[src/rtl/riscv_fetch.sv]
// ============================================================================
//  Module   : riscv_fetch
//  Purpose  : In-order instruction fetch unit with response buffer and redirect.
//  Options  : RISCV_FETCH_BYPASS_EN - an empty buffer forwards a response to decode
//             in the same cycle it arrives.
//  Revision : 1.0 - initial release
// ============================================================================
`default_nettype none

module riscv_fetch #(
    parameter int                     WORD_LENGTH = 32,
    parameter logic [WORD_LENGTH-1:0] RESET_PC    = '0,
    parameter int                     FIFO_DEPTH  = 2
) (
    input  logic                   clk,
    input  logic                   rst,
    output logic                   imem_req_valid,
    input  logic                   imem_req_ready,
    output logic [WORD_LENGTH-1:0] imem_req_addr,
    input  logic                   imem_rsp_valid,
    input  logic [WORD_LENGTH-1:0] imem_rsp_data,
    output logic                   inst_valid,
    input  logic                   inst_ready,
    output logic [WORD_LENGTH-1:0] inst,
    output logic [WORD_LENGTH-1:0] inst_pc,
    input  logic                   redirect_valid,
    input  logic [WORD_LENGTH-1:0] redirect_pc
);

    localparam int c_cnt_w = $clog2(FIFO_DEPTH) + 1;
    localparam int c_ptr_w = $clog2(FIFO_DEPTH);

    logic [WORD_LENGTH-1:0] r_fetch_pc;
    logic [WORD_LENGTH-1:0] r_rsp_pc;
    logic [c_cnt_w-1:0]     r_outstanding;
    logic [c_cnt_w-1:0]     r_drop_cnt;
    logic [c_cnt_w-1:0]     r_count;
    logic [c_ptr_w-1:0]     r_wr_ptr;
    logic [c_ptr_w-1:0]     r_rd_ptr;
    logic [WORD_LENGTH-1:0] r_fifo_data [FIFO_DEPTH];
    logic [WORD_LENGTH-1:0] r_fifo_pc   [FIFO_DEPTH];

    logic [c_cnt_w:0]       w_inflight;
    logic                   w_req_fire;
    logic                   w_rsp_live;
    logic                   w_rsp_drop;
    logic                   w_fifo_nonempty;
    logic                   w_bypass;
    logic                   w_bypass_take;
    logic                   w_push;
    logic                   w_pop;
    logic [WORD_LENGTH-1:0] w_redir_pc;

    assign w_inflight      = {1'b0, r_outstanding} + {1'b0, r_count};
    assign imem_req_valid  = !rst && !redirect_valid
                             && (w_inflight < (c_cnt_w + 1)'(FIFO_DEPTH));
    assign imem_req_addr   = r_fetch_pc;
    assign w_req_fire      = imem_req_valid && imem_req_ready;
    assign w_redir_pc      = redirect_pc & ~WORD_LENGTH'(3);

    assign w_rsp_live      = imem_rsp_valid && (r_drop_cnt == '0);
    assign w_rsp_drop      = imem_rsp_valid && (r_drop_cnt != '0);
    assign w_fifo_nonempty = (r_count != '0);

`ifdef RISCV_FETCH_BYPASS_EN
    assign w_bypass = !w_fifo_nonempty && w_rsp_live && !redirect_valid;
`else
    assign w_bypass = 1'b0;
`endif
    assign w_bypass_take = w_bypass && inst_ready;

    assign w_push = w_rsp_live && !w_bypass_take && !redirect_valid;
    assign w_pop  = w_fifo_nonempty && inst_ready && !redirect_valid;

    assign inst_valid = !rst && (w_fifo_nonempty || w_bypass);
    assign inst       = w_fifo_nonempty ? r_fifo_data[r_rd_ptr] :
                        w_bypass        ? imem_rsp_data : '0;
    assign inst_pc    = w_fifo_nonempty ? r_fifo_pc[r_rd_ptr] :
                        w_bypass        ? r_rsp_pc : '0;

    always_ff @(posedge clk or posedge rst) begin
        if (rst) begin
            r_fetch_pc    <= RESET_PC;
            r_rsp_pc      <= RESET_PC;
            r_outstanding <= '0;
            r_drop_cnt    <= '0;
            r_count       <= '0;
            r_wr_ptr      <= '0;
            r_rd_ptr      <= '0;
        end else begin
            r_outstanding <= r_outstanding + c_cnt_w'(w_req_fire) - c_cnt_w'(imem_rsp_valid);
            if (redirect_valid) begin
                r_fetch_pc <= w_redir_pc;
                r_rsp_pc   <= w_redir_pc;
                // Outstanding already includes the pending drops, so after this
                // cycle's decrement it is exactly the number of stale words left.
                r_drop_cnt <= r_outstanding - c_cnt_w'(imem_rsp_valid);
                r_rd_ptr   <= r_wr_ptr;
                r_count    <= '0;
            end else begin
                if (w_req_fire) begin
                    r_fetch_pc <= r_fetch_pc + WORD_LENGTH'(4);
                end
                if (w_rsp_live) begin
                    r_rsp_pc <= r_rsp_pc + WORD_LENGTH'(4);
                end
                if (w_rsp_drop) begin
                    r_drop_cnt <= r_drop_cnt - c_cnt_w'(1);
                end
                if (w_push) begin
                    r_wr_ptr <= r_wr_ptr + c_ptr_w'(1);
                end
                if (w_pop) begin
                    r_rd_ptr <= r_rd_ptr + c_ptr_w'(1);
                end
                r_count <= r_count + c_cnt_w'(w_push) - c_cnt_w'(w_pop);
            end
        end
    end

    // Buffer storage carries no reset; validity is tracked by r_count alone.
    always_ff @(posedge clk) begin
        if (w_push) begin
            r_fifo_data[r_wr_ptr] <= imem_rsp_data;
            r_fifo_pc[r_wr_ptr]   <= r_rsp_pc;
        end
    end

endmodule

`default_nettype wire

[config.mk]
export PLATFORM = sky130hd
export DESIGN_NAME = riscv_fetch
export DESIGN_NICKNAME = d
export VERILOG_FILES = /design/src/rtl/riscv_fetch.sv
export SDC_FILE = /design/constraint.sdc
export NUM_CORES = 1
export LEC_CHECK = 0
export BUFFER_PORTS_ARGS = -buffer_cell sky130_fd_sc_hd__buf_2
export CELL_PAD_IN_SITES_DETAIL_PLACEMENT = 1
export CELL_PAD_IN_SITES_GLOBAL_PLACEMENT = 1
export CORE_MARGIN = 5
export CORE_UTILIZATION = 40
export DETAILED_ROUTE_END_ITERATION = 7
export GPL_TIMING_DRIVEN = 0
export PLACE_DENSITY = 0.72
export SYNTH_ARGS = -nofsm -noshare
export SYNTH_HDL_FRONTEND = slang
export SYNTH_SLANG_ARGS = --single-unit
[constraint.sdc]
create_clock -name clk -period 3.7 [get_ports clk]
set_input_delay 0.555 -clock clk [delete_from_list [all_inputs] [get_ports clk]]
set_output_delay 0.555 -clock clk [all_outputs]
set_load 0.02 [all_outputs]
==> key figures <==
Synth
  – #FFs+latches synth: roughly 190
  – Post-synthesis cell type count: 45
  – Main combinational cell family by area after synthesis: simple AND/OR/NAND/NOR gates
  – Adder-cell share of the synthesized area: roughly 1.4%
  – Compound-cell area share of the yosys netlist: under 10%
  – Share of synthesized flip-flops with an asynchronous set or reset: approximately 35%
  – Post-synthesis xor/xnor area fraction: slightly above 6%
  – Post-Syn Area: ~8600 um2
  – EDFF count, synth: ~120
  – Post-Synth Simple-Gate Area: between 10% and 20%
  – Syn Area/Cell: between 10 and 15 um2
  – Ys Warns: 0
  – Mux cell area share after synthesis: about an eighth
  – Register area share after synthesis: approximately 63%
  – Primary FF master, synth: edfxtp_1
  – Syn Inst Count: approximately 640

GRT
  – All-Layer GR Usage: 17.8%
  – Largest net degree at the start of global routing: between 60 and 70
  – Remaining global-route overflow: 0
  – Initial antenna violation count: 0
  – Vias in the first global route: between 6,000 and 7,000
  – First-pass GRT wire length: roughly 34,000 um

Cells and area
  – Post-route insts no fill: 1,111
  – Final instance area: between 10,000 and 15,000 um2
  – Share of layout cells above drive strength 1: between 30% and 40%
  – Core Util, Final: between 40% and 50%
  – Final nets: 902
  – ANT cells: 0
  – Area Overhead vs Synth: 21.4%

Place
  – GPL Wtd Cong: ~0.84
  – Post-DP Area: about 10000 um2
  – IO Port Bufs: ~160
  – Setup WS pre-CTS: about 0.65 ns
  – Post-Place Cells: roughly 1,100
  – Hpwl dp: about 16,000 um

Setup path
  – R2r startpoint: r_count[0]$_DFF_PP0_
  – Reg-to-reg slack, setup: between 0.6 and 0.7 ns
  – Critical path launch point type: flop
  – FF-to-FF End: imem_req_addr[29]$_DFFE_PP0P_
  – Kind of critical path: reg2reg
  – Type of destination of the critical path: flop
  – WP data required: roughly 4 ns
  – Crit path arrival time: roughly 3.4 ns
  – Max Fanout on Critical Path: 10
  – R2r worst-path depth: 8

Routing
  – Vias: 5,698
  – Wire per inst: ~19 um
  – Iter 0 DRT Violations: 221
  – Routed WL: 21,500 um
  – Antenna viol nets, final: 0
  – Drt drc: 0
  – Vias/cell: roughly 5
  – 1st-pass router iterations: 4

Power
  – Power Density: 590 nW/um2
  – P_leak: between 4 and 5 nW
  – Max rail drop VDD: ~340 uV

Clocking
  – Post-CTS Hold Buffers: 0
  – Worst-case clock buffer depth: 2
  – CTS sink cnt: ~190
  – CTS buffer count: 17
  – Worst skew pair latency: about 0.43 ns
  – H-tree levels: 4
  – Clk slew on worst S/H paths: 0.08 ns
  – CTS root buffer: clkbuf_16
  – Post_cts resized: 0
  – CTS tree: done
  – Post-CTS setup buffers: 0

Die
  – Core area: between 20,000 and 25,000 um2
  – Row Count: 53
  – Die Wd: approximately 160 um
  – Chip height: approximately 160 um
  – I/O pin count: ~170
  – Die area: roughly 24,000 um2
  – Initial Utilization: between 40% and 50%

Timing
  – RSZ-0062 raised after global routing: no
  – Final period util: 82.9%
  – Hold Vio Cnt, Final: 0
  – Slew headroom: around 33%
  – Skew final: 0.00969 ns
  – Setup TNS: 0 ns
  – Final worst slack: 0.631 ns
  – Final-report setup violation count: 0
  – Worst-Margin Slew: between 1 and 1.5 ns
  – Max Slew Vio Count: 0
  – Min cycle time layout: about 3 ns
  – Max Fclk: 0.326 GHz

Min path
  – WHS Endpoint: r_fifo_data[0][30]$_DFFE_PP_
  – Hold depth: 1
  – Min-delay src: imem_rsp_data[30]
  – Worst hold-check path type: in2reg

Status
  – Status: complete, no violations

Job
  – MaxCap Viol Count: 0
## cell families after synthesis
| logic type | after synthesis |
|---|---|
| AND/OR/NAND/NOR | 203 |
| flip-flops | 192 |
| multiplexers | 102 |
| XOR/XNOR | 60 |
| buffers and inverters | 40 |
| AO/OA/AOI/OAI | 29 |
| adder cells (fa/ha/maj) | 9 |
| other | 1 |
## worst max-delay path by stage
| stage | from | depth (start not counted) | endpoint | slack, ns |
|---|---|---|---|---|
| floorplan | redirect_valid | 3 | r_fifo_data[0][0]$_DFFE_PP_ | -0.20 |
| global placement | redirect_valid | 4 | r_fifo_data[1][24]$_DFFE_PP_ | -1.80 |
| detailed placement | r_count[0]$_DFF_PP0_ | 8 | imem_req_addr[29]$_DFFE_PP0P_ | 0.65 |
| CTS | r_count[1]$_DFF_PP0_ | 4 | inst[11] | 0.56 |
| global route | r_rd_ptr$_DFFE_PP0P_ | 5 | inst[18] | 0.47 |
| finish | r_count[0]$_DFF_PP0_ | 8 | imem_req_addr[29]$_DFFE_PP0P_ | 0.63 |
## cells in the final DEF (no fill, tap or decap), types with 9 or more instances in the layout
cell / count
buf_2: 163
edfxtp_1: 124
nor2_1: 79
dfrtp_1: 68
mux2i_1: 63
xnor2_1: 39
mux2_2: 39
nand2_1: 27
nand3_1: 23
nand4_1: 23
xor2_1: 21
clkbuf_1: 20
clkbuf_16: 17
inv_1: 10
and4_1: 9
## stage by stage
step	power (mW)	hold slack, ns
floorplan	3.88	0.463
global placement	4.39	0.482
detailed placement	4.48	0.481
CTS	6.22	0.291
global route	6.47	0.293
finish	6.12	0.314
## per-layer routing
layer | part of all wire (%) | vias to the layer above | track usage [%] | routed length [um]
met5 | 0 | - | 0 | 0
met3 | 5.4 | 19 | 4.04 | 1160
li1 | - | 2685 | - | -
met1 | 45 | 2835 | 23.6 | 9800
met4 | 1.2 | 0 | 5.12 | 259
met2 | 48 | 159 | 29.6 | 10300
## cell usage after synthesis (2+ instances only)
master | count | area [um2]
mux2i_1 | 63 | 631
nor4_1 | 7 | 43.8
ha_1 | 8 | 100
nand4_1 | 23 | 144
nor3_1 | 6 | 30.0
a21boi_0 | 4 | 30.0
and2_1 | 2 | 12.5
xor2_1 | 21 | 184
nand3_1 | 23 | 115
o21ai_0 | 8 | 40.0
a211oi_1 | 2 | 15.0
nor4_4 | 2 | 42.5
inv_1 | 11 | 41.3
xnor2_1 | 39 | 342
and3_1 | 7 | 43.8
a31oi_1 | 4 | 25.0
and4_1 | 9 | 78.8
nand2b_1 | 3 | 18.8
clkbuf_1 | 20 | 75.1
nand4_2 | 2 | 25.0
mux2_2 | 39 | 439
buf_4 | 4 | 30.0
edfxtp_1 | 124 | 3720
nor4_2 | 2 | 25.0
dfrtp_1 | 68 | 1700
nand2_1 | 27 | 101
buf_1 | 2 | 7.51
buf_2 | 2 | 10.0
nor2_1 | 81 | 304
a21oi_1 | 8 | 40.0
## worst max-delay path, stage by stage (launching register included)
cell and delay [ns]:
dfrtp_1 0.43, and2_1 0.17, fa_1 0.50, or4b_1 0.54, buf_2 0.24, nor4_4 0.46
nand3_1 0.19, xnor2_1 0.16, mux2_2 0.26
## final cells by class
class	instances	area (um2)
repair buffers	165	901
multi-input cells	407	2990
clock inverters	13	101
well taps	275	344
fillers	2212	10600
clock buffers	19	453
flip-flops and latches	192	5430
plain buffers	28	123
inverters	12	47.5
## flip-flops by register name, summed over array words and instances, names as in the netlist
name	cells
r_fifo_data	64
r_fifo_pc	60
imem_req_addr	30
r_rsp_pc	30
r_count	2
r_drop_cnt	2
r_outstanding	2
r_rd_ptr	1
r_wr_ptr	1
## power by group
part | internal (mW) | total [mW] | switching (mW)
clock network | 0.906 | 1.73 | 0.820
logic | 0.650 | 1.69 | 1.03
registers | 2.53 | 2.71 | 0.186
(Power assumes the default switching activity.)
